$ cat config.mk
export PLATFORM = sky130hd
export DESIGN_NAME = interrupt_sequencer
export DESIGN_NICKNAME = d
export VERILOG_FILES = /design/src/rtl/interrupt_sequencer.sv
export SDC_FILE = /design/constraint.sdc
export NUM_CORES = 1
export LEC_CHECK = 0
export ABC_AREA = 0
export BUFFER_PORTS_ARGS = -buffer_cell sky130_fd_sc_hd__buf_4
export CAP_MARGIN = 20
export CORE_ASPECT_RATIO = 0.9
export CORE_MARGIN = 2
export CORE_UTILIZATION = 47
export DETAILED_ROUTE_END_ITERATION = 8
export PLACE_DENSITY = 0.87
export SLEW_MARGIN = 20
export SYNTH_ARGS = -nofsm -noshare
export SYNTH_HDL_FRONTEND = slang
export SYNTH_SLANG_ARGS = --single-unit
$ cat constraint.sdc
create_clock -name clk -period 2.7 [get_ports clk]
set_clock_uncertainty 0.05 [all_clocks]
set_input_delay 0.27 -clock clk [delete_from_list [all_inputs] [get_ports clk]]
set_output_delay 0.27 -clock clk [all_outputs]
set_load 0.02 [all_outputs]
$ cat src/rtl/interrupt_sequencer.sv
// Interrupt entry sequencer: waits for a safe pipeline point, pushes PC-high, PC-low and
// flags through the stack path, loads the vector PC, then stalls while the pipeline drains.
module interrupt_sequencer #(
    parameter int unsigned PC_W         = 32,
    parameter int unsigned DATA_W       = 16,
    parameter int unsigned FLAG_W       = 3,
    parameter int unsigned DRAIN_CYCLES = 2
) (
    input  logic              clk,
    input  logic              rst,
    input  logic              int_req,
    input  logic              busy_seq,
    input  logic              branch_pending,
    input  logic              reti_done,
    input  logic [PC_W-1:0]   pc_cur,
    input  logic [FLAG_W-1:0] flags_in,
    input  logic [PC_W-1:0]   vec_pc,
    output logic              stall,
    output logic              inject_push,
    output logic [DATA_W-1:0] push_data,
    output logic              pc_load,
    output logic [PC_W-1:0]   pc_load_val,
    output logic              int_ack,
    output logic              int_active,
    output logic [2:0]        seq_state
);

    typedef enum logic [2:0] {
        StIdle     = 3'd0,
        StWaitSafe = 3'd1,
        StPushH    = 3'd2,
        StPushL    = 3'd3,
        StPushF    = 3'd4,
        StLoad     = 3'd5,
        StDrain    = 3'd6
    } state_e;

    localparam int unsigned DrainM1   = (DRAIN_CYCLES == 0) ? 0 : DRAIN_CYCLES - 1;
    localparam logic [3:0]  DrainInit = DrainM1[3:0];

    state_e              state_q, state_d;
    logic                int_req_q;
    logic                pending_q, pending_d;
    logic                int_active_q, int_active_d;
    logic [PC_W-1:0]     pc_q, pc_d;
    logic [FLAG_W-1:0]   flags_q, flags_d;
    logic [3:0]          cnt_q, cnt_d;

    always_comb begin
        state_d      = state_q;
        pc_d         = pc_q;
        flags_d      = flags_q;
        cnt_d        = cnt_q;
        pending_d    = pending_q | (int_req & ~int_req_q);
        int_active_d = int_active_q & ~reti_done;
        unique case (state_q)
            StIdle: begin
                if (pending_q && !int_active_q) begin
                    state_d = StWaitSafe;
                end
            end
            StWaitSafe: begin
                if (!busy_seq && !branch_pending) begin
                    state_d = StPushH;
                    pc_d    = pc_cur;
                    flags_d = flags_in;
                end
            end
            StPushH: state_d = StPushL;
            StPushL: state_d = StPushF;
            StPushF: state_d = StLoad;
            StLoad: begin
                // A fresh edge in this very cycle still survives the clear.
                pending_d    = int_req & ~int_req_q;
                int_active_d = 1'b1;
                cnt_d        = DrainInit;
                state_d      = (DRAIN_CYCLES == 0) ? StIdle : StDrain;
            end
            StDrain: begin
                if (cnt_q == 4'd0) begin
                    state_d = StIdle;
                end else begin
                    cnt_d = cnt_q - 4'd1;
                end
            end
            default: state_d = StIdle;
        endcase
    end

    always_ff @(posedge clk) begin
        if (rst) begin
            state_q      <= StIdle;
            int_req_q    <= 1'b0;
            pending_q    <= 1'b0;
            int_active_q <= 1'b0;
            pc_q         <= '0;
            flags_q      <= '0;
            cnt_q        <= 4'd0;
        end else begin
            state_q      <= state_d;
            int_req_q    <= int_req;
            pending_q    <= pending_d;
            int_active_q <= int_active_d;
            pc_q         <= pc_d;
            flags_q      <= flags_d;
            cnt_q        <= cnt_d;
        end
    end

    always_comb begin
        stall       = 1'b0;
        inject_push = 1'b0;
        push_data   = '0;
        pc_load     = 1'b0;
        pc_load_val = '0;
        int_ack     = 1'b0;
        unique case (state_q)
            StPushH: begin
                stall       = 1'b1;
                inject_push = 1'b1;
                push_data   = pc_q[PC_W-1:DATA_W];
            end
            StPushL: begin
                stall       = 1'b1;
                inject_push = 1'b1;
                push_data   = pc_q[DATA_W-1:0];
            end
            StPushF: begin
                stall                  = 1'b1;
                inject_push            = 1'b1;
                push_data[FLAG_W-1:0]  = flags_q;
            end
            StLoad: begin
                stall       = 1'b1;
                pc_load     = 1'b1;
                pc_load_val = vec_pc;
                int_ack     = 1'b1;
            end
            StDrain: stall = 1'b1;
            default: ;
        endcase
    end

    assign int_active = int_active_q;
    assign seq_state  = state_q;

endmodule

==> metrics <==
Starting DRT DRC Count about 120; drt pass-1 iters 5; Post-Synth Adder-Cell Area less than 1%; Max Root-Sink Buffers 2; global-route wire length before repair 8850 um; Clock Tree Root clkbuf_8; Syn Nets between 300 and 400; startpoint types register; # Post-CTS Setup Buffers 0; Post-Syn Area roughly 2200 um^2; DRT Wirelength about 6000 um; GRT overflow 0; synth warn 0; area grow syn2layout 47.4%; WP data arrival between 2 and 2.5 ns; die area roughly 5300 um^2; # diodes 0; initial antenna violation count 0; r2r worst-path depth 4; Clock Power Share about 31%; DR vias/cell 4.81; Clock transition at path regs approximately 0.080 ns; Final GP Congestion around 0.8; Hold Vio Cnt, Final 0; Placeable Area 4490 um^2; post-route core utilization between 70% and 80%; count of cell types in the netlist 27; Clock Latency Late Sink between 0.2 and 0.3 ns; Seq pwr share a little over half; DP Wirelength 4330 um; post-synthesis simple-gate area fraction a little under a third; Fin Setup TNS 0 ns; Final Critical Period around 2.4 ns; DRC viols 0; CP Capture Type primary output; NumNets Final roughly 480; Worst VDD drop between 0.3 and 0.4 mV; post-CTS sizing 0; largest net degree at the start of global routing 46; port buffer count around 130; dpl ws between 0.6 and 0.7 ns; Die W 76.2 um; Worst Path Required around 2.4 ns; vias in the first global route 1986; FMAX about 420 MHz; via count 2266; post-synthesis average cell area 7.55 um^2; status completed; worst r2r src seq_state[2]; number of I/O pins approximately 130; Int Pwr about 970 uW; hold depth 2; CP max FO 36; Power Dens Cells 396 nW/um^2; RSZ-0062 raised after global routing no; Initial Utilization 49.1%; drt wl/cell between 10 and 15 um; net switching power 321 uW; Leakage Power between 1 and 1.5 nW; Post-Synth XOR/XNOR Area 0.397%; largest family of logic cells by synthesized area simple AND/OR/NAND/NOR gates; post-synthesis mux area share roughly 8.3%; Post-CTS Hold Buffers 0; fin. max-slew vios 0; ratio of cells with drive above 1 in the final layout approximately a third; flops & latches, synth between 40 and 50; Setup CP Type register to primary output; Critical path origin seq_state[2]; Least-Margin Pin Slew between 0.7 and 0.8 ns; DIE HEIGHT 69.0 um; FP Rows 23; Synth Area in Compound Gates roughly an eighth; GRT Total Usage 20.9%; CTS H-Tree Depth 2; CTS sink count 45; CTS tree done; cts bufs inserted 5; number of nets still failing antenna checks after routing 0; Synth Instances roughly 290; register area share after synthesis 40.8%; Max Cap Violations 0; final setup margin ~0.33 ns; hold crit path type primary input to register; combinational power share around 15%; Slew headroom 51.7%; Hold Crit Start int_req; sw frac between 20% and 30%; Final setup viols 0; Final Cycle Share 87.8%
## layer usage
metal,track usage (%),part of all wire (%)
met3,5.86,6.1
met5,0,0
met1,24.5,43
met2,38.2,51
met4,5.91,0.48
## cell usage in the layout (no fill, tap or decap), types with 2 or more instances in the layout
master    Yosys  layout
buf_4         1     131
nand2_1      75      75
dfxtp_1      45      45
a21oi_1      40      40
and2_1       32      32
nor2_1       20      20
mux2i_1      16      16
o21ai_0       8       8
nand2b_1      6       6
inv_1         5       5
clkbuf_8      0       5
nor2b_1       4       4
nand3b_1      3       3
nor3b_1       2       2
a211oi_1      2       2
nor3_1        2       2
clkinv_2      0       2
## power groups by stage
stage | sequential, mW | clock [mW] | combinational [mW]
floorplan | 0.707 | 0 | 0.0935
finish | 0.692 | 0.401 | 0.195
global placement | 0.707 | 0 | 0.192
global route | 0.695 | 0.436 | 0.212
detailed placement | 0.708 | 0 | 0.195
CTS | 0.692 | 0.410 | 0.196
## cells in the mapped netlist
cell type,count,area [um^2]
nand2b_1,6,37.5
a211oi_1,2,15.0
clkbuf_1,8,30.0
o31ai_1,1,7.51
mux2_2,1,11.3
dfxtp_1,45,901
a21oi_1,40,200
o21ai_0,8,40.0
and2_1,32,200
nor3_1,2,10.0
nand3b_1,3,22.5
buf_2,13,65.1
nand2_1,75,282
nor2_1,20,75.1
nor3b_1,2,15.0
a22oi_1,1,7.51
or3_1,1,6.26
nor2b_1,4,25.0
inv_1,5,18.8
nor4_4,1,21.3
or4_1,1,7.51
mux2_1,1,11.3
mux2i_1,16,160
xnor2_1,1,8.76
buf_4,1,7.51
ha_1,1,12.5
a21o_1,1,7.51
## sequential cells by signal, summed over array words and instances, names as in the netlist
register,cells
seq_state,3
pc_q,32
int_active,1
int_req_q,1
cnt_q,4
pending_q,1
flags_q,3
## area by class of cell
class                   count  area [um^2]
well taps                  62         77.6
clock inverters             3         17.5
flip-flops and latches     45          901
multi-input cells         220         1180
clock buffers               5         68.8
inverters                   5         18.8
repair buffers            131          983
fillers                   394         1240
## stage by stage
stage          cells  cell area, um^2  power [mW]  hold slack, ns
6_report         471             3250        1.29           0.160
5_1_grt          471             3250        1.34           0.163
4_1_cts          471             3250        1.30           0.154
3_5_place_dp     463             3160       0.903           0.396
3_3_place_gp     463             3160       0.900           0.392
2_1_floorplan    292             2210       0.801           0.348
## path summary, 6_finish.rpt
check,to,slack (ns)
setup reg to reg,cnt_q[0],0.81
hold reg to reg,pc_q[9],0.41
setup / recovery,pc_load_val[29],0.33
hold / removal,int_req_q,0.16
## critical path: stages (launching register included)
cell and delay [ns]:
dfxtp_1 0.60, nand3b_1 0.20, inv_1 0.58, and2_1 0.23, buf_4 0.14
## kinds of logic (layout without fill, tap and decap cells)
family,count (synthesis),in the layout
xor gates and xnor gates,1,1
adders and majority gates,1,1
DFF,45,45
muxes,18,18
and+or+nand+nor,147,147
buffers and inverters,27,144
AOI/OAI and AO/OA,53,53
Note: power is estimated with default switching activity, not from simulation.
